--- src/rtl/vga_timing_gen.sv ---
// vga_timing_gen
//   Parametrised VGA raster timing generator. A clock divider produces a pixel
//   tick; horizontal/vertical counters walk the raster, and every output
//   (sync, video_on, coordinates, strobes) is registered and computed from the
//   counters' next values so that all of them change on the same edge.
//
// Ports
//   i_clk          board clock
//   i_rst_n        asynchronous active-low reset
//   i_en           timing enable; low freezes the raster
//   o_p_tick       pixel tick, one clk wide (continuous when CLK_DIV=1)
//   o_hsync        horizontal sync, active level HSYNC_POL
//   o_vsync        vertical sync, active level VSYNC_POL
//   o_video_on     (x,y) inside the visible area
//   o_x / o_y      current pixel column / line
//   o_line_start   one-clk strobe, x just became 0
//   o_frame_start  one-clk strobe, (x,y) just became (0,0)
module vga_timing_gen #(
  parameter int CLK_DIV   = 4,
  parameter int H_DISPLAY = 640,
  parameter int H_FRONT   = 16,
  parameter int H_SYNC    = 96,
  parameter int H_BACK    = 48,
  parameter int V_DISPLAY = 480,
  parameter int V_FRONT   = 10,
  parameter int V_SYNC    = 2,
  parameter int V_BACK    = 33,
  parameter int HSYNC_POL = 0,
  parameter int VSYNC_POL = 0,
  parameter int CNT_W     = 10
) (
  input  logic             i_clk,
  input  logic             i_rst_n,
  input  logic             i_en,
  output logic             o_p_tick,
  output logic             o_hsync,
  output logic             o_vsync,
  output logic             o_video_on,
  output logic [CNT_W-1:0] o_x,
  output logic [CNT_W-1:0] o_y,
  output logic             o_line_start,
  output logic             o_frame_start
);

  localparam int H_TOTAL = H_DISPLAY + H_FRONT + H_SYNC + H_BACK;
  localparam int V_TOTAL = V_DISPLAY + V_FRONT + V_SYNC + V_BACK;
  localparam int DIV_W   = (CLK_DIV > 1) ? $clog2(CLK_DIV) : 1;

  localparam logic [DIV_W-1:0] DIV_LAST = DIV_W'(CLK_DIV - 1);
  localparam logic [CNT_W-1:0] H_LAST   = CNT_W'(H_TOTAL - 1);
  localparam logic [CNT_W-1:0] V_LAST   = CNT_W'(V_TOTAL - 1);
  localparam logic [CNT_W-1:0] H_VIS    = CNT_W'(H_DISPLAY);
  localparam logic [CNT_W-1:0] V_VIS    = CNT_W'(V_DISPLAY);
  localparam logic [CNT_W-1:0] HS_BEG   = CNT_W'(H_DISPLAY + H_FRONT);
  localparam logic [CNT_W-1:0] HS_END   = CNT_W'(H_DISPLAY + H_FRONT + H_SYNC - 1);
  localparam logic [CNT_W-1:0] VS_BEG   = CNT_W'(V_DISPLAY + V_FRONT);
  localparam logic [CNT_W-1:0] VS_END   = CNT_W'(V_DISPLAY + V_FRONT + V_SYNC - 1);
  localparam logic             HS_ACT   = 1'(HSYNC_POL);
  localparam logic             VS_ACT   = 1'(VSYNC_POL);

  logic [DIV_W-1:0] r_div;
  logic             r_tick;
  logic             r_hs, r_vs, r_vid, r_ls, r_fs;
  logic [CNT_W-1:0] r_x, r_y;

  logic             w_tick;
  logic             w_x_wrap;
  logic [CNT_W-1:0] w_x_nxt, w_y_nxt;
  logic             w_hs_nxt, w_vs_nxt, w_vid_nxt;

  // The tick is generated combinationally from the divider and registered
  // together with the counters, so p_tick rises on the same edge that moves x.
  always_comb begin
    w_tick    = i_en && (r_div == DIV_LAST);
    w_x_wrap  = (r_x == H_LAST);
    w_x_nxt   = w_x_wrap ? '0 : r_x + CNT_W'(1);
    w_y_nxt   = r_y;
    if (w_x_wrap) w_y_nxt = (r_y == V_LAST) ? '0 : r_y + CNT_W'(1);
    // Decode from next values: registered outputs then line up with x/y.
    w_hs_nxt  = ((w_x_nxt >= HS_BEG) && (w_x_nxt <= HS_END)) ? HS_ACT : ~HS_ACT;
    w_vs_nxt  = ((w_y_nxt >= VS_BEG) && (w_y_nxt <= VS_END)) ? VS_ACT : ~VS_ACT;
    w_vid_nxt = (w_x_nxt < H_VIS) && (w_y_nxt < V_VIS);
  end

  always_ff @(posedge i_clk or negedge i_rst_n) begin
    if (!i_rst_n) begin
      r_div  <= '0;
      r_tick <= 1'b0;
      // Parked on the last back-porch pixel so the first tick lands on (0,0).
      r_x    <= H_LAST;
      r_y    <= V_LAST;
      r_hs   <= ~HS_ACT;
      r_vs   <= ~VS_ACT;
      r_vid  <= 1'b0;
      r_ls   <= 1'b0;
      r_fs   <= 1'b0;
    end else if (i_en) begin
      r_div  <= (r_div == DIV_LAST) ? '0 : r_div + DIV_W'(1);
      r_tick <= w_tick;
      r_ls   <= w_tick && (w_x_nxt == '0);
      r_fs   <= w_tick && (w_x_nxt == '0) && (w_y_nxt == '0);
      if (w_tick) begin
        r_x   <= w_x_nxt;
        r_y   <= w_y_nxt;
        r_hs  <= w_hs_nxt;
        r_vs  <= w_vs_nxt;
        r_vid <= w_vid_nxt;
      end
    end else begin
      // Frozen: divider and raster hold, single-cycle outputs drop.
      r_tick <= 1'b0;
      r_ls   <= 1'b0;
      r_fs   <= 1'b0;
    end
  end

  assign o_p_tick      = r_tick;
  assign o_hsync       = r_hs;
  assign o_vsync       = r_vs;
  assign o_video_on    = r_vid;
  assign o_x           = r_x;
  assign o_y           = r_y;
  assign o_line_start  = r_ls;
  assign o_frame_start = r_fs;

endmodule

--- config.mk ---
export PLATFORM = sky130hd
export DESIGN_NAME = vga_timing_gen
export DESIGN_NICKNAME = d
export VERILOG_FILES = /design/src/rtl/vga_timing_gen.sv
export SDC_FILE = /design/constraint.sdc
export NUM_CORES = 1
export LEC_CHECK = 0
export ABC_AREA = 1
export BUFFER_PORTS_ARGS = -buffer_cell sky130_fd_sc_hd__buf_2
export CAP_MARGIN = 20
export CORE_ASPECT_RATIO = 1.25
export CORE_UTILIZATION = 48
export CTS_BUF_LIST = sky130_fd_sc_hd__clkbuf_4
export CTS_CLUSTER_DIAMETER = 60
export CTS_CLUSTER_SIZE = 14
export DETAILED_ROUTE_END_ITERATION = 8
export GPL_ROUTABILITY_DRIVEN = 0
export HOLD_SLACK_MARGIN = 0.02
export PLACE_DENSITY = 0.69
export SLEW_MARGIN = 20
export SYNTH_ARGS = -nofsm -noshare
export SYNTH_HDL_FRONTEND = slang
export SYNTH_SLANG_ARGS = --single-unit
--- constraint.sdc ---
create_clock -name i_clk -period 2.5 [get_ports i_clk]
set_input_delay 0.625 -clock i_clk [delete_from_list [all_inputs] [get_ports i_clk]]
set_output_delay 0.625 -clock i_clk [all_outputs]
set_load 0.03 [all_outputs]
==> qor.yml <==
drt:
  dr.pass1.iters: 6
  drcViolationCount: 5
  wl_met1_um: 1860
  wl_per_cell_um: 12.5
  wl_met2_um: 2110
  drt_iter0_drc: 73
  vias_per_cell: 5.15
  highest_layer: "met4"
  vias: 1742
  wl_met3_um: 103
  routed_wl_um: 4220
  antenna_left: 0
sta:
  slew_viol_final: 0
  hold_viol: 0
  tightestPinTransition_ps: 631
  setup-violations-final: 0
  worst_clock_skew_ps: 13.0
  slew_headroom_pct: 58.0
  fin_setup_tns_ps: 0
  fin_crit_sh_pct: 86.3
  layout_min_cycle_time_ps: 2160
  grt_setup_unrepaired: "no"
  fin_hold_ws_ps: 271
  fmax_ghz: 0.463
floorplan:
  num_rows: 25
  dieHeight_um: 71.9
  dieArea_um2: 4160
  core_um2: 3750
  pin_count: 29
  die_w_um: 57.9
  initial_core_util_pct: 49.9
placed_design:
  dp_hpwl_um: 3210
  place_inst: 334
  place_area_um2: 2060
  numPortBuffers: 28
logic_synthesis:
  yosys.area.top_type_share_pct: 21.4
  yosysSeqAreaShare_pct: 38.2
  synth_seq_cells: 28
  synth_nets: 277
  synth_area_um2: 1870
  ys_top_cells_by_area: "dfrtp_1 21%, dfstp_2 17%, nand2_1 16%, inv_1 7.2%, nand3_1 6.7%"
  yosysTopAreaCell: "dfrtp_1"
  syn_inst: 268
  avgSynthCellArea_um2: 6.99
  yosys_warnings: 0
  synth.distinct_cells: 29
status:
  outcome: "finished, violations left"
  failed_checks: "design-rule violations"
layout:
  diodes: 0
  postLayoutCellArea_um2: 2110
  nNetsFinal: 308
  drive_gt1_share_pct: 21.5
  area_delta_synth_final_pct: 12.5
  fillCellCount: 365
  finalNonFillerCells: 338
clock_network:
  post_cts_resized: 0
  ctsHoldBuffers: 0
  h-tree-depth: 1
  cts_inserted_buffers: 3
  root_buffer: "clkbuf_4"
  clk_pin_slew_worst_paths_ps: 160
  clock_path_buffers: 2
  tritoncts: "done"
  cts_setup_buffers: 0
  cts.sinks: 28
  clkLatencyLatePin_ps: 340
global_route:
  grt_pass1_vias: 1676
  grt_max_degree: 29
  grt_pass1_wl_um: 7130
  overflow: 0
  antenna_found_initial: 0
  gr-usage-all-layers_pct: 22.2
setup_path:
  cp-end-kind: "flop"
  r2r_cells: 9
  cp.arrival_ps: 2450
  start_kind: "flop"
  path_class: "flop to flop"
  worstPathRequired_ps: 2790
  crit_path_max_fanout: 15
power_and_ir_drop:
  ir_drop_mv: 0.478
  leakage_nw: 1.10
  p_per_area_nw_per_um2: 706
  power_mw: 1.49
flow_run:
  drv_cap: 0
min_path:
  hp-class: "input port to async pin"
==> cell usage after synthesis (all sizes together) <==
cell and instances:
nand2 84, inv 37, nor2 34, nand3 28
o21ai 23, dfrtp 16, dfstp 12, nand4 7
ha 6, a21oi 4, clkbuf 4, xor2 3
nor3 2, o21bai 2, or2 2, and2 1
buf 1, mux2 1, nand3b 1
==> registers in the layout, indices dropped and copies added, names as in the netlist <==
signal         count
o_hsync            1
o_p_tick           1
o_vsync            1
o_line_start       1
o_x               10
o_video_on         1
o_frame_start      1
r_div              2
o_y               10
==> per-stage QoR <==
| stage | util (%) | setup slack, ps |
|---|---|---|
| 2_1_floorplan | - | 550 |
| 3_3_place_gp | 54.8 | 432 |
| 4_1_cts | 56.2 | 354 |
| 5_1_grt | 56.2 | 201 |
| 6_report | 56.2 | 342 |
| 3_5_place_dp | 54.8 | 386 |
==> worst paths after layout <==
| check | start | to | slack (ps) |
|---|---|---|---|
| max | o_x[1] | o_frame_start | 340 |
| max in group asynchronous | i_rst_n | o_y[0] | 1810 |
| min | i_rst_n | o_y[7] | 270 |
| max reg2reg | o_x[1] | o_frame_start | 340 |
| min in group i_clk | i_en | r_div[0] | 480 |
| min reg2reg | r_div[0] | r_div[0] | 490 |
==> per-layer routing <==
layer,global-route usage (%),vias to the layer above
met5,0,-
met4,12.2,0
met3,1.99,15
met2,39.0,39
met1,26.2,782
li1,-,906
==> kinds of logic after synthesis <==
logic type,share of synthesized area [%]
buffers and inverters,9.01
XOR/XNOR,1.40
AO/OA/AOI/OAI,8.21
AND/OR/NAND/NOR,38.6
multiplexers,0.601
adder cells (fa/ha/maj),4.01
flip-flops,38.2
==> report_power, final <==
part | internal (mW) | total [mW] | leakage (nW) | switching, mW
clock network | 0.162 | 0.303 | 0.0279 | 0.141
registers | 0.556 | 0.651 | 0.332 | 0.0952
logic | 0.166 | 0.535 | 0.744 | 0.369
total | 0.885 | 1.49 | 1.10 | 0.605
==> final cells by class <==
| cell class | count | area, µm² | share of cell area (%) |
|---|---|---|---|
| clock buffer | 3 | 22.5 | 1.07 |
| sequential | 28 | 716 | 33.9 |
| clock inverter | 1 | 30.0 | 1.42 |
| inverter | 37 | 139 | 6.58 |
| tap | 40 | 50.0 | 2.37 |
| timing repair buffer | 31 | 163 | 7.71 |
| multi-input combinational | 198 | 990 | 46.9 |
==> critical path, stage by stage, from the launching register on <==
cell	delay [ps]
dfstp_2	600
ha_1	270
nand4_4	140
nor2_4	330
inv_1	170
o21ai_2	180
nand2_1	70
nor2_1	160
nand3_1	100
nor2_1	90
==> layout by cell type (no fill, tap or decap), types with 2 or more instances in the layout <==
cell and n:
nand2_1 80, o21ai_0 21, a21oi_1 4, ha_1 6, buf_4 3, nor2_2 2
xor2_1 3, buf_2 28, o21bai_1 2, dfstp_2 12, nor3_1 2, inv_1 36
nand2_2 4, nand3_1 25, dfrtp_1 16, nand4_1 5, nand3_2 3, clkbuf_4 3
nor2_1 31
No activity file was read; power rests on OpenSTA's default activity.
